## src/rtl/ctrl_pkg.sv

```systemverilog
// Shared encodings for the PE controller: opcodes, ALU op codes, operand/result selects, FSM states.
package ctrl_pkg;

    localparam int unsigned XLEN   = 32;
    localparam int unsigned PC_INC = 4;

    localparam logic [6:0] OPC_LOAD   = 7'b0000011;
    localparam logic [6:0] OPC_OPIMM  = 7'b0010011;
    localparam logic [6:0] OPC_AUIPC  = 7'b0010111;
    localparam logic [6:0] OPC_STORE  = 7'b0100011;
    localparam logic [6:0] OPC_OP     = 7'b0110011;
    localparam logic [6:0] OPC_LUI    = 7'b0110111;
    localparam logic [6:0] OPC_BRANCH = 7'b1100011;

    localparam logic [6:0] F7_MULDIV = 7'b0000001;

    localparam logic [4:0] ALU_ADD  = 5'd0;
    localparam logic [4:0] ALU_SUB  = 5'd1;
    localparam logic [4:0] ALU_SLL  = 5'd2;
    localparam logic [4:0] ALU_SLT  = 5'd3;
    localparam logic [4:0] ALU_SLTU = 5'd4;
    localparam logic [4:0] ALU_XOR  = 5'd5;
    localparam logic [4:0] ALU_SRL  = 5'd6;
    localparam logic [4:0] ALU_SRA  = 5'd7;
    localparam logic [4:0] ALU_OR   = 5'd8;
    localparam logic [4:0] ALU_AND  = 5'd9;

    localparam logic [1:0] ASEL_REG  = 2'd0;
    localparam logic [1:0] ASEL_PC   = 2'd1;
    localparam logic [1:0] ASEL_ZERO = 2'd2;
    localparam logic [1:0] BSEL_REG  = 2'd0;
    localparam logic [1:0] BSEL_IMM  = 2'd1;
    localparam logic [1:0] BSEL_FOUR = 2'd2;
    localparam logic [1:0] OSEL_REG  = 2'd0;
    localparam logic [1:0] OSEL_MEM  = 2'd1;
    localparam logic [1:0] OSEL_BR   = 2'd2;

    typedef enum logic [2:0] {S_FETCH, S_READ, S_EXEC, S_MEM, S_WB} state_t;

    // ALU op for a supported instruction; M-extension ops land at 16+funct3
    function automatic logic [4:0] alu_decode(input logic [6:0] o, input logic [2:0] f3,
                                              input logic [6:0] f7);
        logic [4:0] sel;
        sel = ALU_ADD;
        if (o == OPC_OP && f7 == F7_MULDIV) begin
            sel = {2'b10, f3};
        end else if (o == OPC_OP || o == OPC_OPIMM) begin
            case (f3)
                3'b000:  sel = (o == OPC_OP && f7[5]) ? ALU_SUB : ALU_ADD;
                3'b001:  sel = ALU_SLL;
                3'b010:  sel = ALU_SLT;
                3'b011:  sel = ALU_SLTU;
                3'b100:  sel = ALU_XOR;
                3'b101:  sel = f7[5] ? ALU_SRA : ALU_SRL;
                3'b110:  sel = ALU_OR;
                default: sel = ALU_AND;
            endcase
        end else if (o == OPC_BRANCH) begin
            case (f3)
                3'b000, 3'b001: sel = ALU_SUB;
                3'b100, 3'b101: sel = ALU_SLT;
                default:        sel = ALU_SLTU;
            endcase
        end
        return sel;
    endfunction

    // BEQ/BGE/BGEU take on a zero ALU result, BNE/BLT/BLTU on non-zero
    function automatic logic branch_taken(input logic [2:0] f3, input logic zero);
        logic t;
        case (f3)
            3'b000, 3'b101, 3'b111: t = zero;
            3'b001, 3'b100, 3'b110: t = !zero;
            default:                t = 1'b0;
        endcase
        return t;
    endfunction

endpackage

```

## src/rtl/ctrl_imm_gen.sv

```systemverilog
// Immediate extension: sign-extended imm12, U-type upper immediate, or shift amount for OP-IMM shifts.
module ctrl_imm_gen
    import ctrl_pkg::*;
(
    input  logic [6:0]      op,
    input  logic [2:0]      funct3,
    input  logic [11:0]     imm12,
    input  logic [19:0]     immhi,
    output logic [XLEN-1:0] imm_c
);

    always_comb begin
        imm_c = {{(XLEN-12){imm12[11]}}, imm12};
        if (op == OPC_LUI || op == OPC_AUIPC) begin
            imm_c = {immhi, 12'b0};
        end else if (op == OPC_OPIMM && (funct3 == 3'b001 || funct3 == 3'b101)) begin
            imm_c = XLEN'(imm12[4:0]);
        end
    end

endmodule

```

## src/rtl/controller.sv

```systemverilog
// Multi-cycle PE sequencer: FETCH->READ->EXEC->[MEM]->WB with ready/ack handshakes.
// Optional CTRL_MULDIV_EN adds OP/funct7=0000001 (MUL..REMU) decoding.
module controller
    import ctrl_pkg::*;
(
    input  logic            clk,
    input  logic            rst_n,
    input  logic [6:0]      op,
    input  logic [2:0]      funct3,
    input  logic [6:0]      funct7,
    input  logic [1:0]      funct2,
    input  logic [4:0]      rs1,
    input  logic [4:0]      rs2,
    input  logic [4:0]      rd,
    input  logic [11:0]     imm12,
    input  logic [19:0]     immhi,
    input  logic [XLEN-1:0] PCin,
    input  logic [XLEN-1:0] result_1,
    input  logic [XLEN-1:0] result_2,
    input  logic            dataReady,
    input  logic            ALUcomplete,
    input  logic [XLEN-1:0] ALURes,
    input  logic            ALU0,
    input  logic            mem_ack,
    output logic [4:0]      rs1Out,
    output logic [4:0]      rs2Out,
    output logic            Aenable,
    output logic            Benable,
    output logic [XLEN-1:0] Aval,
    output logic [XLEN-1:0] Bval,
    output logic [1:0]      Asel,
    output logic [1:0]      Bsel,
    output logic [4:0]      ALUsel,
    output logic [1:0]      Osel,
    output logic [XLEN-1:0] immvalue,
    output logic            mem_read,
    output logic            mem_write,
    output logic [XLEN-1:0] mem_address,
    output logic [XLEN-1:0] messReg,
    output logic [4:0]      rdOut,
    output logic            rdWrite,
    output logic            reg_select,
    output logic [XLEN-1:0] PCout
);

`ifdef CTRL_MULDIV_EN
    localparam bit MULDIV_EN = 1'b1;
`else
    localparam bit MULDIV_EN = 1'b0;
`endif

    state_t          state;
    logic [6:0]      op_q;
    logic [2:0]      f3_q;
    logic [6:0]      f7_q;
    logic [4:0]      rd_q;
    logic [XLEN-1:0] pc_q;
    logic [XLEN-1:0] imm_c;
    logic            wb_write_c;
    logic            is_mem_c;
    logic            unused_funct2;

    assign unused_funct2 = ^funct2;

    ctrl_imm_gen u_imm_gen (
        .op     (op),
        .funct3 (funct3),
        .imm12  (imm12),
        .immhi  (immhi),
        .imm_c  (imm_c)
    );

    function automatic logic is_supported(input logic [6:0] o, input logic [2:0] f3,
                                          input logic [6:0] f7);
        logic s;
        case (o)
            OPC_LOAD, OPC_OPIMM, OPC_AUIPC, OPC_STORE, OPC_LUI: s = 1'b1;
            OPC_OP:     s = (f7 != F7_MULDIV) || MULDIV_EN;
            OPC_BRANCH: s = (f3 != 3'b010) && (f3 != 3'b011);
            default:    s = 1'b0;
        endcase
        return s;
    endfunction

    assign wb_write_c = (rd_q != 5'd0) &&
                        (op_q == OPC_OPIMM || op_q == OPC_OP || op_q == OPC_LOAD ||
                         op_q == OPC_LUI   || op_q == OPC_AUIPC);
    assign is_mem_c   = (op_q == OPC_LOAD) || (op_q == OPC_STORE);

    // Sequencer; every output is a register updated on state transitions
    always_ff @(posedge clk or negedge rst_n) begin
        if (!rst_n) begin
            state       <= S_FETCH;
            op_q        <= '0;
            f3_q        <= '0;
            f7_q        <= '0;
            rd_q        <= '0;
            pc_q        <= '0;
            rs1Out      <= '0;
            rs2Out      <= '0;
            Aenable     <= 1'b0;
            Benable     <= 1'b0;
            Aval        <= '0;
            Bval        <= '0;
            Asel        <= '0;
            Bsel        <= '0;
            ALUsel      <= '0;
            Osel        <= '0;
            immvalue    <= '0;
            mem_read    <= 1'b0;
            mem_write   <= 1'b0;
            mem_address <= '0;
            messReg     <= '0;
            rdOut       <= '0;
            rdWrite     <= 1'b0;
            reg_select  <= 1'b0;
            PCout       <= '0;
        end else begin
            case (state)
                S_FETCH: begin
                    op_q     <= op;
                    f3_q     <= funct3;
                    f7_q     <= funct7;
                    rd_q     <= rd;
                    pc_q     <= PCin;
                    immvalue <= imm_c;
                    if (is_supported(op, funct3, funct7)) begin
                        rs1Out  <= rs1;
                        rs2Out  <= rs2;
                        Aenable <= 1'b1;
                        Benable <= (op == OPC_OP) || (op == OPC_STORE) || (op == OPC_BRANCH);
                        state   <= S_READ;
                    end else begin
                        // Unsupported opcode: skip straight to a non-writing writeback
                        rdOut      <= rd;
                        rdWrite    <= 1'b0;
                        reg_select <= 1'b0;
                        PCout      <= PCin + XLEN'(PC_INC);
                        state      <= S_WB;
                    end
                end
                S_READ: begin
                    if (dataReady) begin
                        Aenable <= 1'b0;
                        Benable <= 1'b0;
                        Aval    <= result_1;
                        Bval    <= result_2;
                        ALUsel  <= alu_decode(op_q, f3_q, f7_q);
                        Asel    <= (op_q == OPC_AUIPC) ? ASEL_PC :
                                   (op_q == OPC_LUI)   ? ASEL_ZERO : ASEL_REG;
                        Bsel    <= (op_q == OPC_OP || op_q == OPC_BRANCH) ? BSEL_REG : BSEL_IMM;
                        Osel    <= is_mem_c ? OSEL_MEM :
                                   (op_q == OPC_BRANCH) ? OSEL_BR : OSEL_REG;
                        state   <= S_EXEC;
                    end
                end
                S_EXEC: begin
                    if (ALUcomplete) begin
                        if (is_mem_c) begin
                            mem_address <= ALURes;
                            mem_read    <= (op_q == OPC_LOAD);
                            mem_write   <= (op_q == OPC_STORE);
                            messReg     <= Bval;
                            state       <= S_MEM;
                        end else begin
                            rdOut      <= rd_q;
                            rdWrite    <= wb_write_c;
                            reg_select <= 1'b0;
                            PCout      <= (op_q == OPC_BRANCH && branch_taken(f3_q, ALU0)) ?
                                          pc_q + immvalue : pc_q + XLEN'(PC_INC);
                            state      <= S_WB;
                        end
                    end
                end
                S_MEM: begin
                    if (mem_ack) begin
                        mem_read   <= 1'b0;
                        mem_write  <= 1'b0;
                        rdOut      <= rd_q;
                        rdWrite    <= wb_write_c;
                        reg_select <= (op_q == OPC_LOAD);
                        PCout      <= pc_q + XLEN'(PC_INC);
                        state      <= S_WB;
                    end
                end
                S_WB: begin
                    rdWrite <= 1'b0;
                    state   <= S_FETCH;
                end
                default: state <= S_FETCH;
            endcase
        end
    end

endmodule

```

## config.mk

```make
export PLATFORM = sky130hd
export DESIGN_NAME = controller
export DESIGN_NICKNAME = d
export VERILOG_FILES = /design/src/rtl/ctrl_pkg.sv /design/src/rtl/ctrl_imm_gen.sv /design/src/rtl/controller.sv
export SDC_FILE = /design/constraint.sdc
export NUM_CORES = 1
export LEC_CHECK = 0
export ABC_AREA = 1
export CAP_MARGIN = 20
export CORE_MARGIN = 4
export CORE_UTILIZATION = 45
export DETAILED_ROUTE_END_ITERATION = 16
export GPL_ROUTABILITY_DRIVEN = 0
export PLACE_DENSITY = 0.73
export SLEW_MARGIN = 20
export SYNTH_ARGS = -nofsm -noshare
export SYNTH_HDL_FRONTEND = slang
export SYNTH_SLANG_ARGS = --single-unit
```

## constraint.sdc

```tcl
create_clock -name clk -period 2.8 [get_ports clk]
set_input_delay 0.56 -clock clk [delete_from_list [all_inputs] [get_ports clk]]
set_output_delay 0.56 -clock clk [all_outputs]
set_load 0.03 [all_outputs]
```

==> impl_results.md <==
- Cell Int Power: 12500 µW
- Total number of H-tree levels: 1
- Hold Vio Cnt, Final: 0
- Total die area: 0.0381 mm²
- Average detailed-routed wire length per instance: roughly 18 µm
- Number of fill cells in the layout: 3043
- Clk Latency, worst-skew pair: 0.59 ns
- 1st-iter DRT viols: about 1500
- Maximum clock path buffer count: 3
- Final setup violating endpoints: 0
- I/O Buffers: 420
- Number of nets with antenna violations after detailed routing: 0
- Net Sw Power: 11000 µW
- Cell-by-cell trace of the critical path: ha_1, fa_1, nand3_1, nand3_1, a21oi_1, or2_2, nand3_1, a21oi_1, o21ai_1
- Grt met2 use: 47.8%
- Clock slew at reported path FFs: 0.06 ns
- Number of DRC violations after detailed routing: 0
- Crit Reg-Reg Startpoint: immvalue[0]
- Post-synth top flop: dfrtp_1
- Worst Skew: 0.00727 ns
- Cell chosen for the clock root: clkbuf_16
- Slowest stage delay, CP: roughly 0.50 ns
- Reg power frac: 29.5%
- EDFF count, synth: 0
- Number of cell instances on the worst register-to-register path: 9
- Cell type with the largest total area after synthesis: dfrtp_1
- Storage cell area: 0.00701 mm²
- Count of synthesis-stage warnings from yosys: 0
- Minimum clock period: 2.56 ns
- Pin count of the biggest net entering global routing: 109
- Area taken by multi-input logic gates: 0.00746 mm²
- Max VDD drop: 706 µV
- Global-route usage over all layers: 28.8%
- N_diodes: 0
- Global-route track usage on met1: 39.4%
- Cell type with the highest occurrence count on the critical path: nand3_1
- Max-capacitance violation count: 0
- Share of cells above drive strength 1: ~5%
- Total via count after detailed routing: 16428
- Pwr/cell area: 1080 mW/mm²
- Number of detailed-route iterations in the first pass: 6
- Peak-usage layer in the global routing report: met2
- Count of different cell masters after synthesis: 40
- Final max-slew violation count: 0
- Number of placed I/O pins: 424
- First-pass GRT wire length: 88000 µm
- Worst hold path type: flip-flop to flip-flop
- Mapped Avg Cell Area: 7.15 µm²
- Number of cell rows: between 60 and 70
- Syn Inst Count: between 2000 and 2500
- Worst-margin pin slew: 1.07 ns
- Vias in the first global route: 15679
- Sw Share: between 40 and 50%
- Clk network pwr share: about 18%
- Number of non-filler instances in the completed layout: between 3000 and 4000
- Synthesized Nets: 2441
- Top cells by area, synth: dfrtp_1 44%, nand2_1 19%, inv_1 6.3%, o21ai_0 5.0%, nor2_1 4.7%
- Status: finished clean
- Sinks on Clock Net: 280
- RSZ-0062 raised after global routing: no
- Fraction of synthesis flops using an asynchronous set or reset pin: 100%
- Worst setup path startpoint: immvalue[0]
- Critical path launch point type: flip-flop
- CP max-delay cell: fa_1
- Routed Wire Length: 56800 µm
- Worst slew margin relative to its limit: between 20 and 30%
- Via/cell ratio: around 5.3
- Top fanout value on the critical path: 5
- Number of antenna violations at the first check in global routing: 0
- DIE HEIGHT: about 200 µm
- Met3 GRT Util: 5.16%
- Worst setup path endpoint: PCout[8]
- Total congestion overflow after global routing: 0
- Starting Density: 45.7%
- Share of the synthesized area in the top cell type: 44.4%
- Core Footprint: 0.0345 mm²
- Required time of the critical path: 3.26 ns
- Combinational group share of total power: a little over half
- Inst Count DP: ~3000
- Achievable clock frequency: 0.391 GHz
- DP HPWL: 44300 µm
- Layout area overhead: 37.8%
- Arrival time of the worst setup path: between 3 and 4 ns
- Final-stage net count: roughly 2900
- End of the worst register-to-register path: PCout[8]
- Fin Setup TNS: 0 ns
- Crit end category: flip-flop
- Cell leakage power: 0.0105 µW
- Final clock period utilization by the worst path: 91.5%
- CTS Buf Count: 31
- Floorplan die width: between 150 and 200 µm
- Share of the yosys chip area belonging to registers: approximately 44%
- Crit Path Class: flip-flop to flip-flop
- Flip-flop and latch count after synthesis: between 200 and 300
- Flop-to-flop setup slack: between 0.2 and 0.25 ns
- Synthesized cell area: 0.0158 mm²
- CTS tree: yes
## area by class of cell
cell class / count / share of cell area [%]
clock inverters: 11 / 0.800
flip-flops and latches: 280 / 32.2
clock buffers: 43 / 4.05
repair buffers: 456 / 21.3
well taps: 455 / 2.62
inverters: 273 / 4.72
multi-input cells: 1581 / 34.3
## worst max-delay path, delay by kind of cell, from the launching register on
family | cells | cell delay, ns
flops | 1 | 0.42
compound gates | 3 | 0.65
fa+ha+maj | 2 | 0.78
simple gates | 4 | 0.60
## through the flow
| step | setup slack [ns] | hold WS (ns) | area (µm²) | total power, µW | util, % |
|---|---|---|---|---|---|
| 6_report | 0.239 | 0.469 | 21700 | 23600 | 62.9 |
| 5_1_grt | 0.165 | 0.489 | 21700 | 25200 | 62.9 |
| 4_1_cts | 0.294 | 0.474 | 21700 | 23600 | 62.9 |
| 3_5_place_dp | 0.147 | 0.457 | 20700 | 19200 | 59.8 |
| 3_3_place_gp | 0.169 | 0.454 | 20700 | 18900 | 59.8 |
| 2_1_floorplan | 0.607 | 0.264 | 15800 | 14300 | - |
## cell usage after synthesis (2+ instances only)
library cell    n
nand2_1       791
xnor2_1         4
a21oi_1        91
o211ai_1        5
and2_1          4
inv_2           6
a22o_1          5
nand3_1       126
nor2_4          2
o21ai_1         4
inv_1         265
mux2_2         32
o21bai_1        5
a32o_1          6
nor3_1         27
nand3b_1       14
or2_2           2
o21a_1          3
clkinv_1        2
xor2_1         23
clkbuf_1       47
o22ai_1         5
nand4_1        20
nor2_1        199
buf_2          25
a31oi_1         9
dfrtp_1       280
ha_1           33
nor4_1          4
o21ai_0       158
## power groups by stage
stage | sequential (µW) | clock (µW) | combinational, µW
3_3_place_gp | 6890 | 0 | 12000
6_report | 6950 | 4260 | 12400
5_1_grt | 7130 | 4490 | 13500
2_1_floorplan | 8680 | 0 | 5580
3_5_place_dp | 6930 | 0 | 12200
4_1_cts | 6900 | 4340 | 12300
## state kept, by name, indices dropped and copies added (netlist names), 3 cells and up
signal,count
Aval,32
Bval,32
PCout,32
immvalue,32
mem_address,32
messReg,32
pc_q,32
f7_q,7
op_q,7
ALUsel,5
rdOut,5
rd_q,5
rs1Out,5
rs2Out,5
f3_q,3
state,3
## how the worst min path moves through the flow
stage | startpoint | to | slack [ns] | depth (start not counted)
2_1_floorplan | rst_n | ALUsel[0] | 0.26 | 0
3_3_place_gp | Aval[21] | Aval[21] | 0.45 | 2
3_5_place_dp | Aval[21] | Aval[21] | 0.46 | 2
4_1_cts | rs2Out[0] | rs2Out[0] | 0.47 | 2
5_1_grt | Aval[30] | Aval[30] | 0.49 | 2
6_report | rs2Out[0] | rs2Out[0] | 0.47 | 2
## metal layers
metal / routed length [µm] / share of wire (%) / vias to the layer above
met5: 0 / 0 / -
met2: 26700 / 47 / 756
li1: - / - / 7836
met1: 23700 / 42 / 7738
met3: 4850 / 8.5 / 98
met4: 1480 / 2.6 / 0
## cell families after synthesis
group                    synth area share [%]
other                                  0.0238
AO/OA/AOI/OAI                            10.0
adder cells (fa/ha/maj)                  2.74
flip-flops                               44.4
AND/OR/NAND/NOR                          30.6
multiplexers                             2.28
buffers and inverters                    8.45
XOR/XNOR                                 1.50
## placed cells by master, fill, tap and decap left out, types with 27 or more instances in the layout
master             n
nor2_1           197
dfrtp_1          280
nand3_1          126
clkdlybuf4s50_1  419
o21ai_0          158
ha_1              33
mux2_2            32
inv_1            265
clkbuf_16         31
nand2_1          790
a21oi_1           91
nor3_1            27
## what timing repair did
item / CTS / global route
endpoints found under the setup margin: 0 / 0
setup buffers: 0 / 0
endpoints found under the hold margin: 61 / 0
gates resized for setup: 0 / 0
hold buffers: 1 / 0
No activity file was read; power rests on OpenSTA's default activity.
